<file path="config.mk">
export PLATFORM = sky130hd
export DESIGN_NAME = uart_cmd_parser_flat
export DESIGN_NICKNAME = d
export VERILOG_FILES = /design/src/rtl/led_panel_pkg.sv /design/src/rtl/uart_cmd_parser_if.sv /design/src/rtl/cmd_fifo.sv /design/src/rtl/uart_cmd_parser.sv /design/src/flat_wrapper.sv
export SDC_FILE = /design/constraint.sdc
export NUM_CORES = 1
export LEC_CHECK = 0
export CAP_MARGIN = 10
export CORE_AREA = 2 2 76 78
export CTS_CLUSTER_DIAMETER = 80
export DETAILED_ROUTE_END_ITERATION = 6
export DIE_AREA = 0 0 78 80
export GPL_TIMING_DRIVEN = 1
export PLACE_DENSITY = 0.77
export SETUP_SLACK_MARGIN = 0.3
export SYNTH_ARGS = -nofsm -noshare
export SYNTH_HDL_FRONTEND = slang
export SYNTH_HIERARCHICAL = 1
export SYNTH_SLANG_ARGS = --single-unit
</file>
<file path="constraint.sdc">
create_clock -name clk -period 3.15 [get_ports clk]
set_clock_uncertainty 0.1 [all_clocks]
set_input_delay 0.63 -clock clk [delete_from_list [all_inputs] [get_ports clk]]
set_output_delay 0.63 -clock clk [all_outputs]
set_load 0.05 [all_outputs]
</file>
<file path="src/rtl/led_panel_pkg.sv">
// Shared encodings for the UART LED-panel command parser: opcodes, command
// nibbles, the abort byte, the power-up colour and the parser state type.
package led_panel_pkg;

  localparam logic [1:0] OP_SET = 2'b00;
  localparam logic [1:0] OP_CLR = 2'b01;
  localparam logic [1:0] OP_CLS = 2'b10;

  localparam logic [3:0] NIB_RGB = 4'h0;
  localparam logic [3:0] NIB_SET = 4'h1;
  localparam logic [3:0] NIB_CLR = 4'h2;
  localparam logic [3:0] NIB_CLS = 4'h3;
  localparam logic [3:0] NIB_NOP = 4'hF;

  localparam logic [7:0] ABORT_BYTE  = 8'hFF;
  localparam logic [2:0] DEFAULT_RGB = 3'b011;

  localparam int unsigned CMD_W = 10;

  typedef struct packed {
    logic [1:0] op;
    logic [7:0] addr;
  } cmd_t;

  typedef enum logic [1:0] {
    ST_IDLE     = 2'd0,
    ST_WAIT_SET = 2'd1,
    ST_WAIT_CLR = 2'd2
  } parser_state_e;

endpackage

</file>
<file path="src/rtl/uart_cmd_parser_if.sv">
// Byte input, command output handshake and status signals of the parser.
// slave is the parser's view, master the driver/consumer's view.
interface uart_cmd_parser_if;
  logic [7:0] rx_data;
  logic       rx_dv;
  logic       cmd_valid;
  logic       cmd_ready;
  logic [1:0] cmd_op;
  logic [7:0] cmd_addr;
  logic [2:0] rgb;
  logic       fifo_full;
  logic [7:0] overflow_cnt;
  logic       timeout_pulse;

  modport master (
    output rx_data, rx_dv, cmd_ready,
    input  cmd_valid, cmd_op, cmd_addr, rgb, fifo_full, overflow_cnt, timeout_pulse
  );

  modport slave (
    input  rx_data, rx_dv, cmd_ready,
    output cmd_valid, cmd_op, cmd_addr, rgb, fifo_full, overflow_cnt, timeout_pulse
  );
endinterface

</file>
<file path="src/rtl/cmd_fifo.sv">
// First-word fall-through command queue; DEPTH must be a power of two so the
// pointers wrap naturally. A push into a full queue is taken only with a pop.
module cmd_fifo #(
  parameter int unsigned DEPTH = 4,
  parameter int unsigned WIDTH = 10
) (
  input  logic             clk,
  input  logic             rst,
  input  logic             push_i,
  input  logic [WIDTH-1:0] push_data_i,
  input  logic             pop_i,
  output logic [WIDTH-1:0] head_o,
  output logic             full_o,
  output logic             empty_o
);
  localparam int unsigned PTR_W = $clog2(DEPTH);

  logic [WIDTH-1:0] mem_q [DEPTH];
  logic [PTR_W-1:0] wr_ptr_q, rd_ptr_q;
  logic [PTR_W:0]   count_q;
  logic             do_push, do_pop;

  assign empty_o = (count_q == '0);
  assign full_o  = (count_q == (PTR_W+1)'(DEPTH));
  assign do_pop  = pop_i && !empty_o;
  assign do_push = push_i && (!full_o || do_pop);
  assign head_o  = mem_q[rd_ptr_q];

  // NOTE: sequential state uses non-blocking (<=) so every register samples pre-edge values.
  always_ff @(posedge clk or posedge rst) begin
    if (rst) begin
      wr_ptr_q <= '0;
      rd_ptr_q <= '0;
      count_q  <= '0;
    end else begin
      if (do_push) wr_ptr_q <= wr_ptr_q + 1'b1;
      if (do_pop)  rd_ptr_q <= rd_ptr_q + 1'b1;
      case ({do_push, do_pop})
        2'b10:   count_q <= count_q + 1'b1;
        2'b01:   count_q <= count_q - 1'b1;
        default: ;
      endcase
    end
  end

  // NOTE: storage is not reset; empty_o qualifies the head, so stale words are never seen.
  always_ff @(posedge clk) begin
    if (do_push) mem_q[wr_ptr_q] <= push_data_i;
  end
endmodule

</file>
<file path="src/rtl/uart_cmd_parser.sv">
// Decodes UART bytes into LED-panel commands queued in a cmd_fifo.
// Define UART_CMD_PARSER_TIMEOUT_EN to abort an address wait after TIMEOUT_CLKS idle clocks.
module uart_cmd_parser
  import led_panel_pkg::*;
#(
  parameter int unsigned FIFO_DEPTH   = 4,
  parameter int unsigned TIMEOUT_CLKS = 4096
) (
  input logic              clk,
  input logic              reset,
  uart_cmd_parser_if.slave bus
);
  if (FIFO_DEPTH < 2 || FIFO_DEPTH > 16 || (FIFO_DEPTH & (FIFO_DEPTH - 1)) != 0) begin : g_bad_depth
    $error("FIFO_DEPTH must be a power of two from 2 to 16");
  end
  if (TIMEOUT_CLKS < 2) begin : g_bad_timeout
    $error("TIMEOUT_CLKS must be at least 2");
  end

  parser_state_e state_q, state_d;
  logic [2:0]    rgb_q, rgb_d;
  logic [7:0]    overflow_q;
  logic          push, pop, drop, timeout_fire;
  logic          fifo_full, fifo_empty;
  cmd_t          push_cmd, head;

  // NOTE: every output of this block gets a default first, so no path can infer a latch.
  always_comb begin
    state_d  = state_q;
    rgb_d    = rgb_q;
    push     = 1'b0;
    push_cmd = '0;
    unique case (state_q)
      ST_IDLE: begin
        if (bus.rx_dv) begin
          case (bus.rx_data[7:4])
            NIB_RGB: rgb_d   = bus.rx_data[2:0];
            NIB_SET: state_d = ST_WAIT_SET;
            NIB_CLR: state_d = ST_WAIT_CLR;
            NIB_CLS: begin
              push        = 1'b1;
              push_cmd.op = OP_CLS;
            end
            NIB_NOP: ;
            default: ;
          endcase
        end
      end
      ST_WAIT_SET, ST_WAIT_CLR: begin
        if (bus.rx_dv) begin
          state_d = ST_IDLE;
          if (bus.rx_data != ABORT_BYTE) begin
            push          = 1'b1;
            push_cmd.op   = (state_q == ST_WAIT_SET) ? OP_SET : OP_CLR;
            push_cmd.addr = bus.rx_data;
          end
        end else if (timeout_fire) begin
          state_d = ST_IDLE;
        end
      end
      default: state_d = ST_IDLE;
    endcase
  end

`ifdef UART_CMD_PARSER_TIMEOUT_EN
  localparam int unsigned TMO_W = $clog2(TIMEOUT_CLKS);

  logic [TMO_W-1:0] tmo_cnt_q, tmo_cnt_d;
  logic             timeout_pulse_q;

  // Held at zero while idle, so every address wait starts counting from zero.
  always_comb begin
    tmo_cnt_d    = tmo_cnt_q;
    timeout_fire = 1'b0;
    if (state_q == ST_IDLE) begin
      tmo_cnt_d = '0;
    end else if (!bus.rx_dv) begin
      if (tmo_cnt_q == TMO_W'(TIMEOUT_CLKS - 1)) begin
        timeout_fire = 1'b1;
        tmo_cnt_d    = '0;
      end else begin
        tmo_cnt_d = tmo_cnt_q + 1'b1;
      end
    end
  end

  always_ff @(posedge clk or posedge reset) begin
    if (reset) begin
      tmo_cnt_q       <= '0;
      timeout_pulse_q <= 1'b0;
    end else begin
      tmo_cnt_q       <= tmo_cnt_d;
      timeout_pulse_q <= timeout_fire;
    end
  end

  assign bus.timeout_pulse = timeout_pulse_q;
`else
  assign timeout_fire      = 1'b0;
  assign bus.timeout_pulse = 1'b0;
`endif

  assign pop  = !fifo_empty && bus.cmd_ready;
  assign drop = push && fifo_full && !pop;

  always_ff @(posedge clk or posedge reset) begin
    if (reset) begin
      state_q    <= ST_IDLE;
      rgb_q      <= DEFAULT_RGB;
      overflow_q <= '0;
    end else begin
      state_q <= state_d;
      rgb_q   <= rgb_d;
      if (drop && overflow_q != 8'hFF) overflow_q <= overflow_q + 1'b1;
    end
  end

  cmd_fifo #(
    .DEPTH (FIFO_DEPTH),
    .WIDTH (CMD_W)
  ) u_fifo (
    .clk         (clk),
    .rst         (reset),
    .push_i      (push),
    .push_data_i (push_cmd),
    .pop_i       (pop),
    .head_o      (head),
    .full_o      (fifo_full),
    .empty_o     (fifo_empty)
  );

  // Head fields read as zero whenever the queue is empty, including out of reset.
  assign bus.cmd_valid    = !fifo_empty;
  assign bus.cmd_op       = fifo_empty ? 2'b00 : head.op;
  assign bus.cmd_addr     = fifo_empty ? 8'h00 : head.addr;
  assign bus.rgb          = rgb_q;
  assign bus.fifo_full    = fifo_full;
  assign bus.overflow_cnt = overflow_q;
endmodule

</file>
<file path="src/flat_wrapper.sv">
// flat-port wrapper written by rule: the top's interface ports become plain ports
module uart_cmd_parser_flat import led_panel_pkg::*;
#(
  parameter int unsigned FIFO_DEPTH   = 4,
  parameter int unsigned TIMEOUT_CLKS = 4096
)
  (clk, reset, bus_rx_data, bus_rx_dv, bus_cmd_ready, bus_cmd_valid, bus_cmd_op, bus_cmd_addr, bus_rgb, bus_fifo_full, bus_overflow_cnt, bus_timeout_pulse);
  uart_cmd_parser_if bus_i ();
  input logic clk;
  input logic reset;
  input wire logic [$bits(bus_i.rx_data)-1:0] bus_rx_data;
  input wire logic [$bits(bus_i.rx_dv)-1:0] bus_rx_dv;
  input wire logic [$bits(bus_i.cmd_ready)-1:0] bus_cmd_ready;
  output wire logic [$bits(bus_i.cmd_valid)-1:0] bus_cmd_valid;
  output wire logic [$bits(bus_i.cmd_op)-1:0] bus_cmd_op;
  output wire logic [$bits(bus_i.cmd_addr)-1:0] bus_cmd_addr;
  output wire logic [$bits(bus_i.rgb)-1:0] bus_rgb;
  output wire logic [$bits(bus_i.fifo_full)-1:0] bus_fifo_full;
  output wire logic [$bits(bus_i.overflow_cnt)-1:0] bus_overflow_cnt;
  output wire logic [$bits(bus_i.timeout_pulse)-1:0] bus_timeout_pulse;
  assign bus_i.rx_data = bus_rx_data;
  assign bus_i.rx_dv = bus_rx_dv;
  assign bus_i.cmd_ready = bus_cmd_ready;
  assign bus_cmd_valid = bus_i.cmd_valid;
  assign bus_cmd_op = bus_i.cmd_op;
  assign bus_cmd_addr = bus_i.cmd_addr;
  assign bus_rgb = bus_i.rgb;
  assign bus_fifo_full = bus_i.fifo_full;
  assign bus_overflow_cnt = bus_i.overflow_cnt;
  assign bus_timeout_pulse = bus_i.timeout_pulse;
  uart_cmd_parser #(.FIFO_DEPTH(FIFO_DEPTH), .TIMEOUT_CLKS(TIMEOUT_CLKS)) u_core (.clk(clk), .reset(reset), .bus(bus_i));
endmodule
</file>
* Word-level counts from Yosys, hierarchy flattened
Memories as Yosys holds them, arrays and structs flattened. Cells that the tools add are included.
Operators by class: reduce and logical (&&, ||, !) cells 17, add/sub/neg operators 5, multiplexer cells 21, equal/unequal tests 13
Operator list (number):
- 10-bit two-way mux | 2
- 8-bit two-way mux | 2
- 8-bit != test (second input constant) | 2
- 2-bit one-hot mux with 2 select lines | 3
- 2-bit two-way mux | 5
- 8-bit by 1-bit adder with 8-bit output (second input constant) | 1
- 4-bit by 2-bit == test with 1-bit output (second input constant) | 2
- 1-bit two-way mux | 7
- 1-bit logical AND | 6
- 3-bit one-hot mux with 2 select lines | 1
- 3-bit AND reduction | 2
- 2-bit by 1-bit adder with 2-bit output (second input constant) | 2
- 2-bit by 1-bit == test with 1-bit output (second input constant) | 2
- 2-bit == test (second input constant) | 2
- 4-bit by 1-bit == test with 1-bit output (second input constant) | 1
- 4-bit zero test | 1
- 2-bit != test (second input constant) | 2
- 3-bit by 1-bit adder with 3-bit output (second input constant) | 1
- 3-bit == test (second input constant) | 1
- 1-bit zero test | 3
- 3-bit zero test | 1
- 3-bit != test (second input constant) | 1
- 3-bit by 1-bit subtractor with 3-bit output (second input constant) | 1
- 2-bit zero test | 1
- 4 further kinds | 4
Storage, ports and cells: bits in registers 20, input bits 12, RAM bits 40, memories 1
Memory list:
- u_core.u_fifo.mem_q | depth 4, width 10, read ports 1, clocked after Yosys merged registers in 0, write ports 1, RTL line cmd_fifo.sv:18 | logic [WIDTH-1:0] mem_q [DEPTH];

* Depth between registers and ports, before layout
depth after elaboration 8, gate-level depth with buffers 11

* By module
Netlist, hierarchy kept.
Modules (own cells, without submodules):
- cmd_fifo | instances 1, cells an instance 106, sequential area each 1376.3 um2, area an instance 1959.4 um2
- uart_cmd_parser | instances 1, cells an instance 99, sequential area each 327.8 um2, area an instance 967.2 um2

* Worst setup path after synthesis
Ideal clock, no wire load.
path kind register to register, from reg u_core.state_q[0], to reg u_core.u_fifo.count_q[2], period minus slack after synthesis 2.784 ns, setup slack 0.366 ns, data required time 2.918 ns, buffers on the path 1, arrival time 2.553 ns, library setup time 0.132 ns, stages on the path, launching flop included 12, path through dfrtp_1 inv_1 ha_1 inv_1 nor3_4 nor2_1 buf_2 or2_2 fa_1 nand2b_1 o221ai_1 nand3_1
Between the ends: cells in the longest elaborated chain, start to end 6, elaborated cells between the ends (all ways) 10, classes of those cells eq/ne (4); mux (2); reduce/logical (4)
Ends and longest elaborated chain:
- start, declared | RTL line uart_cmd_parser.sv:20 | parser_state_e state_q, state_d;
- start signal, assigned | RTL line uart_cmd_parser.sv:112 | state_q <= state_d;
- 2-bit == test or 2-bit by 1-bit == test with 1-bit output (tied branches) | RTL line uart_cmd_parser.sv:33 | unique case (state_q)
- 2-bit OR reduction | RTL line uart_cmd_parser.sv:33
- 1-bit one-hot mux with 2 select lines (*) | RTL line uart_cmd_parser.sv:33
- net u_core.push | RTL line uart_cmd_parser.sv:23 | logic push, pop, drop, timeout_fire;
- 1-bit logical AND (*) | RTL line cmd_fifo.sv:26 | assign do_push = push_i && (!full_o || do_pop);
- 2-bit by 1-bit == test with 1-bit output or 2-bit == test (tied branches) | RTL line cmd_fifo.sv:38 | case ({do_push, do_pop})
- 3-bit one-hot mux with 2 select lines or 2-bit nonzero test (tied branches)
- end signal, assigned | RTL line cmd_fifo.sv:39 | 2'b10: count_q <= count_q + 1'b1;
- end signal, assigned | RTL line cmd_fifo.sv:40 | 2'b01: count_q <= count_q - 1'b1;
- end, declared | RTL line cmd_fifo.sv:20 | logic [PTR_W:0] count_q;
Mark *: on every way through the listed nets, which the timed path passes. The rest lies on a longest branch. A chain may end at the register's enable or synchronous reset.

==> results.json <==
{
  "crit_required_ns": 2.42,
  "antenna_found_initial": 0,
  "n_antenna_cell": 0,
  "max_freq_mhz": 369,
  "die_x_um": 78,
  "grt_pass1_vias": 1720,
  "worst_setup_path_end_kind": "output port",
  "status": "finished clean",
  "wl_met1_mm": 2.31,
  "cts_root_buffer": "clkbuf_8",
  "grt_overflow": 0,
  "io_buffers": 34,
  "netlist_area_um2": 2930,
  "core-area_um2": 5410,
  "hold_violations": 0,
  "finalNetCount": 270,
  "drc": 0,
  "async_reset_ff_share_pct": 33.3,
  "multi_input_area_um2": 1140,
  "io_pins": 36,
  "tns_ns": 0,
  "drtPass1Iterations": 4,
  "period_share_pct": 86.1,
  "grt_max_degree": 15,
  "grt_use_total_pct": 17.7,
  "ys_ff_latch": 60,
  "cts_setup_buffers": 0,
  "ir_drop_uv": 620,
  "vias": 1755,
  "min_path_type": "register to register",
  "avgSynthCellArea_um2": 14.3,
  "synth_top_area_share_pct": 41.0,
  "cp_max_fo": 7,
  "die_h_um": 80,
  "rows": 27,
  "power_mw": 3.60,
  "yosysTopAreaCell": "edfxtp_1",
  "yosysSeqAreaShare_pct": 58.2,
  "crit_type": "register to output port",
  "fp.dieArea_um2": 6240,
  "cts_tree": "yes",
  "rsz0062_at_grt": "false",
  "regArea_um2": 1700,
  "insertion_delay_ns": 0.33,
  "maxSlewHeadroom_pct": 65.4,
  "finalSetupViolations": 0,
  "ys_types": 52,
  "start_util_pct": 54.1,
  "cts_sinks": 60,
  "routed.top_layer": "met4",
  "cts_htree_levels": 3,
  "wl_per_cell_um": 15.5,
  "viasPerCell": 5.38,
  "finalCriticalPeriod_ns": 2.71,
  "wl_met2_mm": 2.47,
  "ant_nets": 0,
  "hpwl_mm": 3.60,
  "cap_viol_max_count": 0,
  "drive_gt1_share_pct": 27.2,
  "synth_nets": 226,
  "tightest_slew_ns": 0.518,
  "yosysWarningCount": 6,
  "drt_iter0_drc": 109,
  "path_clk_slew_ns": 0.07,
  "design_area_um2": 3560,
  "syn_inst": 205,
  "powerDensity_nw_per_um2": 1010,
  "cts_buffers": 9,
  "dpl_cell_area_um2": 3330,
  "wirelength_mm": 5.04,
  "leakage_nw": 1.43,
  "cp.arrival_ns": 1.98,
  "fin_cells": 326,
  "synthFlopType": "edfxtp_1",
  "wl_met3_um": 189,
  "synth_edf_count": 40,
  "cp-start-kind": "register",
  "clk_path_buf_depth": 2,
  "yosys-top-cells-area": "edfxtp_1 41%, dfrtp_1 15%, mux4_2 7.7%",
  "grt_pass1_wl_mm": 8.25,
  "fillCellCount": 436,
  "dp_cells": 310,
  "gp_congestion": 0.864,
  "area_growth_pct": 21.7,
  "maxSlewViolCount": 0
}
-- cells in the mapped netlist, types with 2 or more instances --
cell type   n
nor2b_1    11
nand2_1     6
and4bb_2    2
ha_1        8
nor2_1      7
nand4_1     3
mux4_2     10
and2_1      8
o22ai_1     2
o21ai_0     2
and3_1      2
nand2b_1    4
nor3_1      5
dfstp_2     2
nand3_1     5
clkbuf_1    2
a22o_1      2
xnor2_1     4
xor2_1      4
and2_2      5
edfxtp_1   40
a21oi_1     3
dfrtp_1    18
mux2_2      7
buf_2       2
inv_1      14
o21bai_1    2
-- metrics by stage --
step                util, %  setup slack (ns)  hold slack [ns]
floorplan                 -             0.366            0.333
global placement       61.6             0.161            0.394
detailed placement     61.6            0.0770            0.401
CTS                    65.7             0.392            0.417
global route           65.9             0.304            0.437
finish                 65.9             0.439            0.412
-- worst max-delay path, cell delays in order (launching register included) --
cell and delay, ns:
dfrtp_1 0.57, buf_4 0.26, mux4_2 0.50, nor2b_1 0.14, buf_4 0.18
-- state kept, by name, summed over array words and instances, names as in the netlist --
name,cells
u_core/state_q,2
u_core/bus.rgb,3
u_core/u_fifo/mem_q,40
u_core/u_fifo/wr_ptr_q,2
u_core/u_fifo/rd_ptr_q,2
u_core/bus.overflow_cnt,8
u_core/u_fifo/count_q,3
-- metal layers --
layer	global-route usage [%]	up-vias
li1	-	842
met1	23.4	864
met2	28.2	41
met3	3.28	8
met4	8.77	0
met5	0	-
-- logic make-up after synthesis --
family	synth area share (%)
AND/OR/NAND/NOR	15.6
adder cells (fa/ha/maj)	4.10
buffers and inverters	3.04
multiplexers	11.3
other	0.128
XOR/XNOR	2.39
flip-flops	58.2
AO/OA/AOI/OAI	5.26
-- power breakdown --
group	switching, mW	leakage (nW)	internal, mW
clock network	0.298	0.113	0.467
logic	0.995	0.688	0.644
registers	0.146	0.624	1.06
-- cell usage in the layout (no fill, tap or decap), types with 2 or more instances in the layout --
cell and instances:
clkdlybuf4s50_1 20, mux4_2 10, and2_1 8, xor2_1 4
bufinv_16 2, o22ai_1 2, ha_1 7, nor2b_1 11
dlymetal6s2s_1 2, a22o_1 2, mux2_2 7, clkinv_2 2
nand4_1 3, nor3_1 5, nand2b_1 4, and4bb_2 2
o21bai_1 2, xnor2_1 4, nor2_1 7, nand3_1 5
dfstp_2 2, edfxtp_1 40, and2_2 5, dfrtp_1 18
inv_1 14, a21oi_1 3, clkbuf_8 10, and3_1 2
buf_4 16, nand2_1 6
-- final cells by class --
class | count | area share (%)
repair buffers | 39 | 9.94
flip-flops and latches | 60 | 47.9
clock buffers | 10 | 3.87
multi-input cells | 125 | 31.9
well taps | 72 | 2.53
inverters | 14 | 1.48
clock inverters | 6 | 2.42
-- worst paths after layout --
check	start	to	depth (start not counted)	slack [ns]
setup / recovery	u_core/u_fifo/rd_ptr_q[0]	bus_cmd_addr[5]	4	0.44
hold / removal	u_core/bus.rgb[2]	u_core/bus.rgb[2]	1	0.41
setup reg to reg	u_core/state_q[1]	u_core/u_fifo/count_q[2]	10	0.51
hold reg to reg	u_core/bus.rgb[2]	u_core/bus.rgb[2]	1	0.41
max in group asynchronous	reset	u_core/bus.rgb[1]	2	2.03
min in group asynchronous	reset	u_core/u_fifo/count_q[0]	2	0.47
-- repair_timing --
item | 4_1_cts | 5_1_grt
endpoints found under the setup margin | 1 | 1
endpoints found under the hold margin | 0 | 0
pin swaps | 0 | 1
hold buffers | 0 | 0
gates resized for setup | 1 | 4
No activity file was read; power rests on OpenSTA's default activity.
